[src/rtl/bitwise_logic_unit.sv]
`default_nettype none
// ============================================================================
// Module      : bitwise_logic_unit
// Description : Registered bitwise logic unit with a valid/ready input side
//               and a 2-entry in-order output buffer.
//               The result is computed when an operation is accepted.
//               It appears on out one cycle later at the earliest.
//
//               op : 000 ~x, 001 x&y, 010 x|y, 011 x^y,
//                    100 ~(x&y), 101 ~(x|y), 110 ~(x^y), 111 x
//
//               Optional build macro BITWISE_LOGIC_UNIT_FLAGS_EN adds the
//               out_zero and out_neg outputs. These are stored per buffer
//               entry and stay aligned with out.
//
// Ports       : clk        - clock, rising edge
//               rst_n      - synchronous active-low reset
//               x, y       - operands (y unused by unary ops)
//               op         - operation select
//               in_valid   - operation present     in_ready  - can accept
//               out        - head result           out_valid - head valid
//               out_ready  - consumer takes head
//               out_zero   - head result == 0      (flags build only)
//               out_neg    - head result MSB       (flags build only)
// Revision    : 1.0 - initial release
// ============================================================================
module bitwise_logic_unit #(
    parameter int WIDTH = 16
) (
    input  logic             clk,
    input  logic             rst_n,
    input  logic [WIDTH-1:0] x,
    input  logic [WIDTH-1:0] y,
    input  logic [2:0]       op,
    input  logic             in_valid,
    output logic             in_ready,
    output logic [WIDTH-1:0] out,
    output logic             out_valid,
    input  logic             out_ready
`ifdef BITWISE_LOGIC_UNIT_FLAGS_EN
    ,
    output logic             out_zero,
    output logic             out_neg
`endif
);

    localparam logic [2:0] c_op_not  = 3'b000;
    localparam logic [2:0] c_op_and  = 3'b001;
    localparam logic [2:0] c_op_or   = 3'b010;
    localparam logic [2:0] c_op_xor  = 3'b011;
    localparam logic [2:0] c_op_nand = 3'b100;
    localparam logic [2:0] c_op_nor  = 3'b101;
    localparam logic [2:0] c_op_xnor = 3'b110;

`ifdef BITWISE_LOGIC_UNIT_FLAGS_EN
    localparam int c_flag_w = 2;
`else
    localparam int c_flag_w = 0;
`endif
    localparam int c_entry_w = WIDTH + c_flag_w;

    // Buffer entry layout: {neg, zero, result} or just {result}.
    logic [c_entry_w-1:0] r_head;
    logic [c_entry_w-1:0] r_tail;
    logic [1:0]           r_count;

    logic [WIDTH-1:0]     w_res;
    logic [c_entry_w-1:0] w_entry;
    logic                 w_accept;
    logic                 w_pop;

    always_comb begin
        w_res = x;
        case (op)
            c_op_not:  w_res = ~x;
            c_op_and:  w_res = x & y;
            c_op_or:   w_res = x | y;
            c_op_xor:  w_res = x ^ y;
            c_op_nand: w_res = ~(x & y);
            c_op_nor:  w_res = ~(x | y);
            c_op_xnor: w_res = ~(x ^ y);
            default:   w_res = x;
        endcase
    end

`ifdef BITWISE_LOGIC_UNIT_FLAGS_EN
    assign w_entry  = {w_res[WIDTH-1], (w_res == '0), w_res};
    assign out_zero = r_head[WIDTH];
    assign out_neg  = r_head[WIDTH+1];
`else
    assign w_entry  = w_res;
`endif

    // Both handshake outputs come straight from registered count, so there
    // is no combinational path from out_ready back to in_ready.
    assign in_ready  = ~r_count[1];
    assign out_valid = |r_count;
    assign out       = r_head[WIDTH-1:0];

    assign w_accept  = in_valid & in_ready;
    assign w_pop     = out_valid & out_ready;

    always_ff @(posedge clk) begin
        if (!rst_n) begin
            r_count <= 2'd0;
            r_head  <= '0;
            r_tail  <= '0;
        end else begin
            case (r_count)
                2'd0: begin
                    if (w_accept) begin
                        r_head  <= w_entry;
                        r_count <= 2'd1;
                    end
                end
                2'd1: begin
                    if (w_accept && w_pop) begin
                        // Head leaves and the new result takes its place.
                        r_head <= w_entry;
                    end else if (w_accept) begin
                        r_tail  <= w_entry;
                        r_count <= 2'd2;
                    end else if (w_pop) begin
                        r_count <= 2'd0;
                    end
                end
                default: begin
                    // Full: no accept is possible, only a pop shifts tail up.
                    if (w_pop) begin
                        r_head  <= r_tail;
                        r_count <= 2'd1;
                    end
                end
            endcase
        end
    end

endmodule
`default_nettype wire

[config.mk]
export PLATFORM = sky130hd
export DESIGN_NAME = bitwise_logic_unit
export DESIGN_NICKNAME = d
export VERILOG_FILES = /design/src/rtl/bitwise_logic_unit.sv
export SDC_FILE = /design/constraint.sdc
export NUM_CORES = 1
export LEC_CHECK = 0
export ABC_AREA = 1
export CAP_MARGIN = 15
export CORE_MARGIN = 2
export CORE_UTILIZATION = 30
export CTS_BUF_LIST = sky130_fd_sc_hd__clkbuf_4 sky130_fd_sc_hd__clkbuf_8 sky130_fd_sc_hd__clkbuf_16
export DETAILED_ROUTE_END_ITERATION = 10
export PLACE_DENSITY = 0.57
export RECOVER_POWER = 25
export SYNTH_ARGS = -nofsm -noshare
export SYNTH_HDL_FRONTEND = slang
export SYNTH_SLANG_ARGS = --single-unit
[constraint.sdc]
create_clock -name clk -period 1.9 [get_ports clk]
set_clock_uncertainty 0.05 [all_clocks]
set_input_delay 0.38 -clock clk [delete_from_list [all_inputs] [get_ports clk]]
set_output_delay 0.38 -clock clk [all_outputs]
set_load 0.05 [all_outputs]
### Word-level counts from Yosys, hierarchy flattened

Index checks and enable logic that the tools add are counted.

| word-level totals | value |
|---|---|
| register bits after elaboration | 34 |
| bits in latches | 0 |
| bits in writable memories | 0 |
| bits in read-only memories | 0 |
| input port bits | 39 |
| output and inout port bits | 18 |
| logic and storage cells | 44 |
| memories kept | 0 |

| cells by class | value |
|---|---|
| $add $sub $neg | 0 |
| multipliers | 0 |
| divide/modulo/power cells | 0 |
| $lt $le $gt $ge | 0 |
| equality and inequality tests | 11 |
| shift-type cells | 0 |
| multiplexer cells | 11 |
| bitwise gates (word level) | 11 |
| reductions and logical operators | 8 |

Operators by type and width:

| kind | number |
|---|---|
| 16-bit one-hot mux with 7 select lines | 1 |
| 16-bit inverter | 4 |
| 16-bit two-way mux | 3 |
| 16-bit one-hot mux with 2 select lines | 1 |
| 16-bit bitwise AND | 1 |
| 16-bit OR | 1 |
| 16-bit XOR | 1 |
| 2-bit two-way mux | 5 |
| 3-bit == test, second input constant | 3 |
| 3-bit by 2-bit == test with 1-bit output, second input constant | 2 |
| 2-bit inequality test, second input constant | 3 |
| 3-bit AND reduction | 2 |
| 2-bit one-hot mux with 2 select lines | 1 |
| 4-bit AND reduction | 1 |
| 3-bit by 1-bit == test with 1-bit output, second input constant | 1 |
| 3-bit logical NOT | 1 |
| 3-bit inequality test, second input constant | 1 |
| 3-bit nonzero test | 1 |
| 1-bit bitwise AND | 2 |
| 2-bit by 1-bit == test with 1-bit output, second input constant | 1 |
| 2-bit logical NOT | 1 |
| 1-bit inverter | 2 |
| 2-bit OR reduction | 1 |
| 1-bit logical AND | 1 |

### Logic depth before layout (Yosys ltp)

| logic depth | value |
|---|---|
| depth after elaboration | 6 |
| depth in mapped cells | 10 |
| gate-level depth less buffers | 9 |

### Worst setup path before layout

No wires, ideal clock.

| timing path | value |
|---|---|
| path kind | reg-to-output |
| start point | reg r_count[1] |
| end point | out out_valid |
| arrival | 1.140 ns |
| data required time | 1.470 ns |
| path slack | 0.330 ns |
| stages on the path, launching flop included | 5 |
| path buffers | 2 |
| path through | dfxtp_1 > buf_4 > clkbuf_1 > nor2_1 > inv_1 |

| on the way | value |
|---|---|
| longest elaborated chain between the ends | 1 |

Ends and longest elaborated chain:

| what | line | text |
|---|---|---|
| start, declared | 65 | `logic [1:0] r_count;` |
| start signal, assigned | 105 | `r_count <= 2'd0;` |
| start signal, assigned | 113 | `r_count <= 2'd1;` |
| start signal, assigned | 122 | `r_count <= 2'd2;` |
| 2-bit OR reduction | 97 | `assign out_valid = \|r_count;` |
| end, declared | 38 | `output logic out_valid,` |

Every way passes these cells.

### Worst setup path in the final report

| timing path | value |
|---|---|
| start point | in op[1] |
| end point | reg r_head[15], in the netlist out[15] |

| on the way | value |
|---|---|
| longest elaborated chain between the ends | 4 |
| elaborated cells on any way between the ends | 11 |
| classes of those cells | eq/ne (6); mux (4); reduce/logical (1) |

Ends and longest elaborated chain:

| what | line | text |
|---|---|---|
| start, declared | 34 | `input logic [2:0] op,` |
| 3-bit == test (tied with other cells) | 74 | `case (op)` |
| 16-bit one-hot mux with 7 select lines (*) | 74 |  |
| 16-bit two-way mux (on tied branches) | 117, 111 |  |
| 16-bit one-hot mux with 2 select lines (*) | 109 | `case (r_count)` |
| end signal, assigned | 112 | `r_head <= w_entry;` |
| end signal, assigned | 119 | `r_head <= w_entry;` |
| end signal, assigned | 130 | `r_head <= r_tail;` |
| end, declared | 63 | `logic [c_entry_w-1:0] r_head;` |

Every way passes the cells marked *; elsewhere a longest branch is shown, timed or not. The select of a mux whose other input is x is not followed.
A chain may end at the register's enable or synchronous reset.

==> results.py <==
metrics = {
    "power": {
        "p_sw_share_pct": 34.3,
        "intPower_w": 0.00161,
        "pwr-share-seq_pct": 32.0,
        "p_leak_nw": 2.32,
        "peakVddDrop_uv": 343,
        "clkPwrFrac_pct": 33.0,
        "power_w": 0.00246,
        "switchingPower_w": 0.000842,
        "share_comb_of_total_power_pct": 35.0,
        "power_density_mw_per_mm2": 560,
    },
    "clock_tree": {
        "cts_buffers": 5,
        "root_buffer": "clkbuf_16",
        "clk_pin_slew_ns": 0.05,
        "htreeDepth": 2,
        "post_cts_buffers": 0,
        "clkLatencyLatePin_ns": 0.27,
        "cts_tree": "built",
        "postCtsHoldBufs": 0,
        "cts-resized-gates": 0,
        "clock-sinks": 34,
        "cts_buffer_depth": 2,
    },
    "critical_path": {
        "critPathSlowestCell": "clkdlybuf4s50_1",
        "crit_required_ns": 2.05,
        "reg2reg_depth": 6,
        "critical_path.max_fanout": 6,
        "max_stage_delay_ns": 0.46,
        "path_class": "in -> reg",
        "worstSetupEndpointType": "flop",
        "cp.arrival_ns": 1.86,
        "path_depth": 11,
        "start_kind": "primary input",
        "cp_num_buf_inv": 4,
        "crit_chain": "clkdlybuf4s50_1 > buf_4 > inv_4 > nor2_8 > buf_4 > nand3_1 > nand2_1 > nor2_1 > nand2_1 > nand3_1 > a21oi_1",
        "crit_family": "buffers and inverters",
        "reg2reg_setup_slack_ns": 0.60,
    },
    "detailed_routing": {
        "wl_met2_um": 5090,
        "drt-pass1-iter-count": 4,
        "routed_via_density": 5.04,
        "ant_nets": 0,
        "drt_iter0_markers": 198,
        "wl_per_cell_um": 13.4,
        "highest_layer": "met4",
        "route.vias.total": 3823,
        "drc": 0,
        "wl_met1_um": 4490,
        "routed_wl_um": 10100,
        "wl_met3_um": 318,
    },
    "synth": {
        "yosysWarnings": 0,
        "synth_top_family_by_area": "simple AND/OR/NAND/NOR gates",
        "synthTopCellsByArea": "dfxtp_1 (20%), nand2_1 (13%), nand3_1 (12%)",
        "synthMuxAreaShare_pct": 0,
        "netlist.area_leader.share_pct": 20.0,
        "syn_inst": 546,
        "synth-xor-area-share_pct": 0,
        "synth_seq_area_share_pct": 20.0,
        "avgSynthCellArea_um2": 6.24,
        "yosys.area_share.simple_pct": 44.2,
        "synth_fp_nets": 617,
        "synthAdderAreaFrac_pct": 11.7,
        "synth_compound_area_share_pct": 7.97,
        "ys_ff_latch": 34,
        "synth_cell_types": 23,
        "syn_area_mm2": 0.00341,
        "yosysTopAreaCell": "dfxtp_1",
    },
    "floorplan": {
        "coreArea_mm2": 0.0110,
        "initial_core_util_pct": 31.0,
        "die_area_mm2": 0.0122,
        "die_height_um": 111,
        "die_x_um": 111,
        "io_pins": 57,
        "rows": 38,
    },
    "global_route": {
        "overflow": 0,
        "grt_pass1_wl_um": 17400,
        "first_global_vias": 3770,
        "antenna_found_initial": 0,
        "grt.total_usage_pct": 16.7,
        "grt_max_degree": 32,
    },
    "cells_and_area": {
        "final_area_mm2": 0.00438,
        "layout_commonest_cell": "nand2_1",
        "drive_above_1_share_pct": 11.8,
        "diodes": 0,
        "nets": 688,
        "most-common-layout-cells": "nand2_1 (115), nand3_1 (85), inv_1 (75)",
        "syn_to_final_growth_pct": 28.6,
    },
    "worst_hold_path": {
        "hold_path_class": "reg -> reg",
        "hold_path_depth": 2,
    },
    "sta": {
        "slew_headroom_pct": 60.2,
        "fmax_ghz": 0.586,
        "rsz0062_at_grt": "false",
        "slew_viol_final": 0,
        "worst_slew_pin_slew_ns": 0.600,
        "fin_crit_ns": 1.71,
        "finalHoldViolCount": 0,
        "fin_crit_sh_pct": 89.8,
        "setup_viol": 0,
    },
    "placement": {
        "io_buffers": 56,
        "place_congestion": 0.844,
        "placed_cell_area_mm2": 0.00428,
        "dp_hpwl_um": 7510,
    },
    "run": {
        "cap_violations": 0,
    },
    "run_status": {
        "run_status": "finished clean",
    },
}
final cells by class:
cell class	instances	area, um^2
flip-flops and latches	34	681
multi-input cells	393	2180
repair buffers	104	897
clock buffers	7	146
clock inverters	1	5.00
well taps	140	175
fillers	1180	6600
inverters	79	299
sequential cells by signal, indices dropped and copies added (netlist names):
register / count
out: 16
r_tail: 16
r_count: 2
cell usage after synthesis:
library cell    n
nand2_2         1
buf_2          16
inv_1          75
nor3_1          1
buf_4           7
inv_2           3
dfxtp_1        34
inv_4           1
nor2_8          2
nand3_1        85
nand3b_1       10
buf_6           7
nand3_4         1
nor2_1         39
nand4_1        54
o211a_1         1
a21oi_1        32
a21oi_4         1
clkbuf_1       10
o21ai_0        17
ha_1           32
nor2_4          2
nand2_1       115
logic make-up (layout without fill, tap and decap cells):
kind of cell / after synthesis / after routing
AOI/OAI and AO/OA: 51 / 51
buffers and inverters: 119 / 191
adders and majority gates: 32 / 32
DFF: 34 / 34
and+or+nand+nor: 310 / 310
worst paths after layout:
path / from / to
max: op[1] / out[15]
min: r_tail[10] / r_tail[10]
max reg2reg: r_count[1] / out[9]
min reg2reg: r_tail[10] / r_tail[10]
tightest hold or removal path: stages, from the launching register on:
cell,delay [ns]
dfxtp_1,0.31
nand3_1,0.07
nand2_1,0.05
metrics by stage:
| step | utilization [%] | hold WS (ns) | TNS (ns) | cells | worst slack, ns |
|---|---|---|---|---|---|
| 2_1_floorplan | - | 0.400 | 0 | 546 | 0.330 |
| 3_3_place_gp | 39.0 | 0.408 | -0.797 | 750 | -0.0700 |
| 3_5_place_dp | 39.0 | 0.413 | -1.25 | 750 | -0.0895 |
| 4_1_cts | 40.4 | 0.422 | 0 | 758 | 0.189 |
| 5_1_grt | 39.9 | 0.441 | 0 | 758 | 0.0335 |
| 6_report | 39.9 | 0.419 | 0 | 758 | 0.194 |
metal layers:
layer / vias up / GRT usage [%]
met1: 1766 / 20.5
met2: 86 / 30.6
met4: 0 / 4.67
li1: 1952 / -
met5: - / 0
met3: 19 / 2.25
power by group through the flow:
stage	Clock [W]	Combinational [W]	Sequential (W)
after floorplan	0	0.000438	0.000911
after global placement	0	0.000877	0.000801
after detailed placement	0	0.000887	0.000802
after CTS	0.000827	0.000891	0.000787
after global routing	0.000865	0.000954	0.000791
final	0.000811	0.000860	0.000786
(Power assumes the default switching activity.)
==> patch: new RTL, same flow settings <==
`WIDTH`: 16 -> 20.
--- a/src/rtl/bitwise_logic_unit.sv
+++ b/src/rtl/bitwise_logic_unit.sv
@@ -27,3 +27,3 @@
 module bitwise_logic_unit #(
-    parameter int WIDTH = 16
+    parameter int WIDTH = 20
 ) (
Interface: changed (resized out, x and y); port bits go from 57 to 69. The function was not compared with the original's and may differ.
==> patch against the original RTL <==
Final area rose by 28%; total power rose by 20%; synthesized area rose by 27%; sequential cell count rose by 8; die area rose by 26%; routed wire length rose by 25%; first-iteration DRC count rose by 74%; synthesized cell count rose by 25%; sequential power rose by 24%; setup slack improved by 0.024 ns; fmax rose by 1.4%; critical endpoint is now out[13].
==> patch: results (changes against the original RTL) <==
Register-to-register path setup slack: 0.53 ns (-0.07 ns). The largest net degree at the start of global routing is 31 (-3.1%), and the fraction of the yosys area taken by sequential cells is 19.4% (-0.57 points). The logs give 9390 um (+25%) for the placed wire-length estimate and 1.84 ns (-0.02 ns) for the data arrival at the endpoint of the critical path. The end of the worst hold path was r_tail[11].

The buffer count excluding the clock tree in the final layout was 134 (+29%); the number of global-route vias before repair was 4190 (+11%). The first-iteration detailed-routing DRC count was 345 (+74%); the static power due to leakage was 2.94 nW (+26%). The number of flip-flops and latches in the synthesized netlist was 42 (+24%).

Number of filler cells placed in the layout: 1530 (+30%). The run finished with clean final reports. The run gives 0.795 (-5.9%) as the routability-driven placement congestion ratio. The flip-flop and latch area is 841 um2 (+24%). The number of clock buffers in the layout was 6 (-1); the share of layout cells above drive strength 1 was 16.4% (+4.6 points).

The clock tree cell share of total cell area is 2.48% (-0.97 points). In the synthesized netlist, the cells that appear most often are 134 x nand2_1, 99 x nand3_1, 89 x inv_1. The headroom to the max-slew limit came out at 54.6% (-5.6 points). The endpoint of the worst-slack reg-to-reg timing path is r_tail[1]. Destination of the critical timing path: out[13]. The startpoint identified for the worst hold timing path is r_tail[11].

Count of buffers from port buffering: 68 (+21%). Yosys attributes the largest share of cell area to dfxtp_1 19%, nand2_1 12%, ha_1 12%. The number of nets in the finished design is 854 (+24%), and the number of cells on the worst reg-to-reg path is 7 (+1).
==> patch: cell count changes in the layout (fill, tap and decap cells not counted), moves of 9 or more <==
cell / delta
nand3_2: +15
nand2_1: +19
buf_4: +13
nand2_2: +9
inv_1: +14
nand3_1: +14
a21oi_2: +15
nand4_1: +10
==> patch: cell families (layout without fill, tap and decap cells) <==
family / after synthesis / after routing / share of synthesized area (%)
AOI/OAI and AO/OA: 63 / 63 / 8.69
and+or+nand+nor: 388 / 388 / 45.1
buffers and inverters: 148 / 233 / 15.3
adders and majority gates: 40 / 40 / 11.5
DFF: 42 / 42 / 19.4
==> patch: per-stage QoR <==
stage / setup WS (ns) / hold slack, ns / instances / cell area (um2)
6_report: 0.218 / 0.422 / 946 / 5590
5_1_grt: 0.0891 / 0.440 / 946 / 5590
4_1_cts: 0.213 / 0.421 / 946 / 5650
3_5_place_dp: -0.0770 / 0.412 / 940 / 5510
3_3_place_gp: -0.0509 / 0.411 / 940 / 5510
2_1_floorplan: 0.412 / 0.400 / 681 / 4330
==> patch: critical path: stages <==
cell	delay, ns
clkdlybuf4s50_1	0.50
buf_12	0.14
inv_4	0.06
nor2_8	0.13
buf_12	0.15
nand3_1	0.07
nand2_1	0.08
nor2_1	0.04
nand2_1	0.07
nand3_1	0.10
a21oi_2	0.14
==> patch: layer usage <==
layer	GRT usage, %	up-vias	wire, um
met5	0	-	0
met4	3.09	0	69
met2	26.4	111	5570
met1	25.1	2077	6450
met3	2.01	6	604
li1	-	2430	-
==> patch: report_power, final <==
| group | leakage, nW | switching [mW] | internal [mW] | total (mW) |
|---|---|---|---|---|
| Combinational | 2.52 | 0.702 | 0.436 | 1.14 |
| Sequential | 0.344 | 0.0336 | 0.938 | 0.971 |
| Clock | 0.0688 | 0.326 | 0.508 | 0.834 |
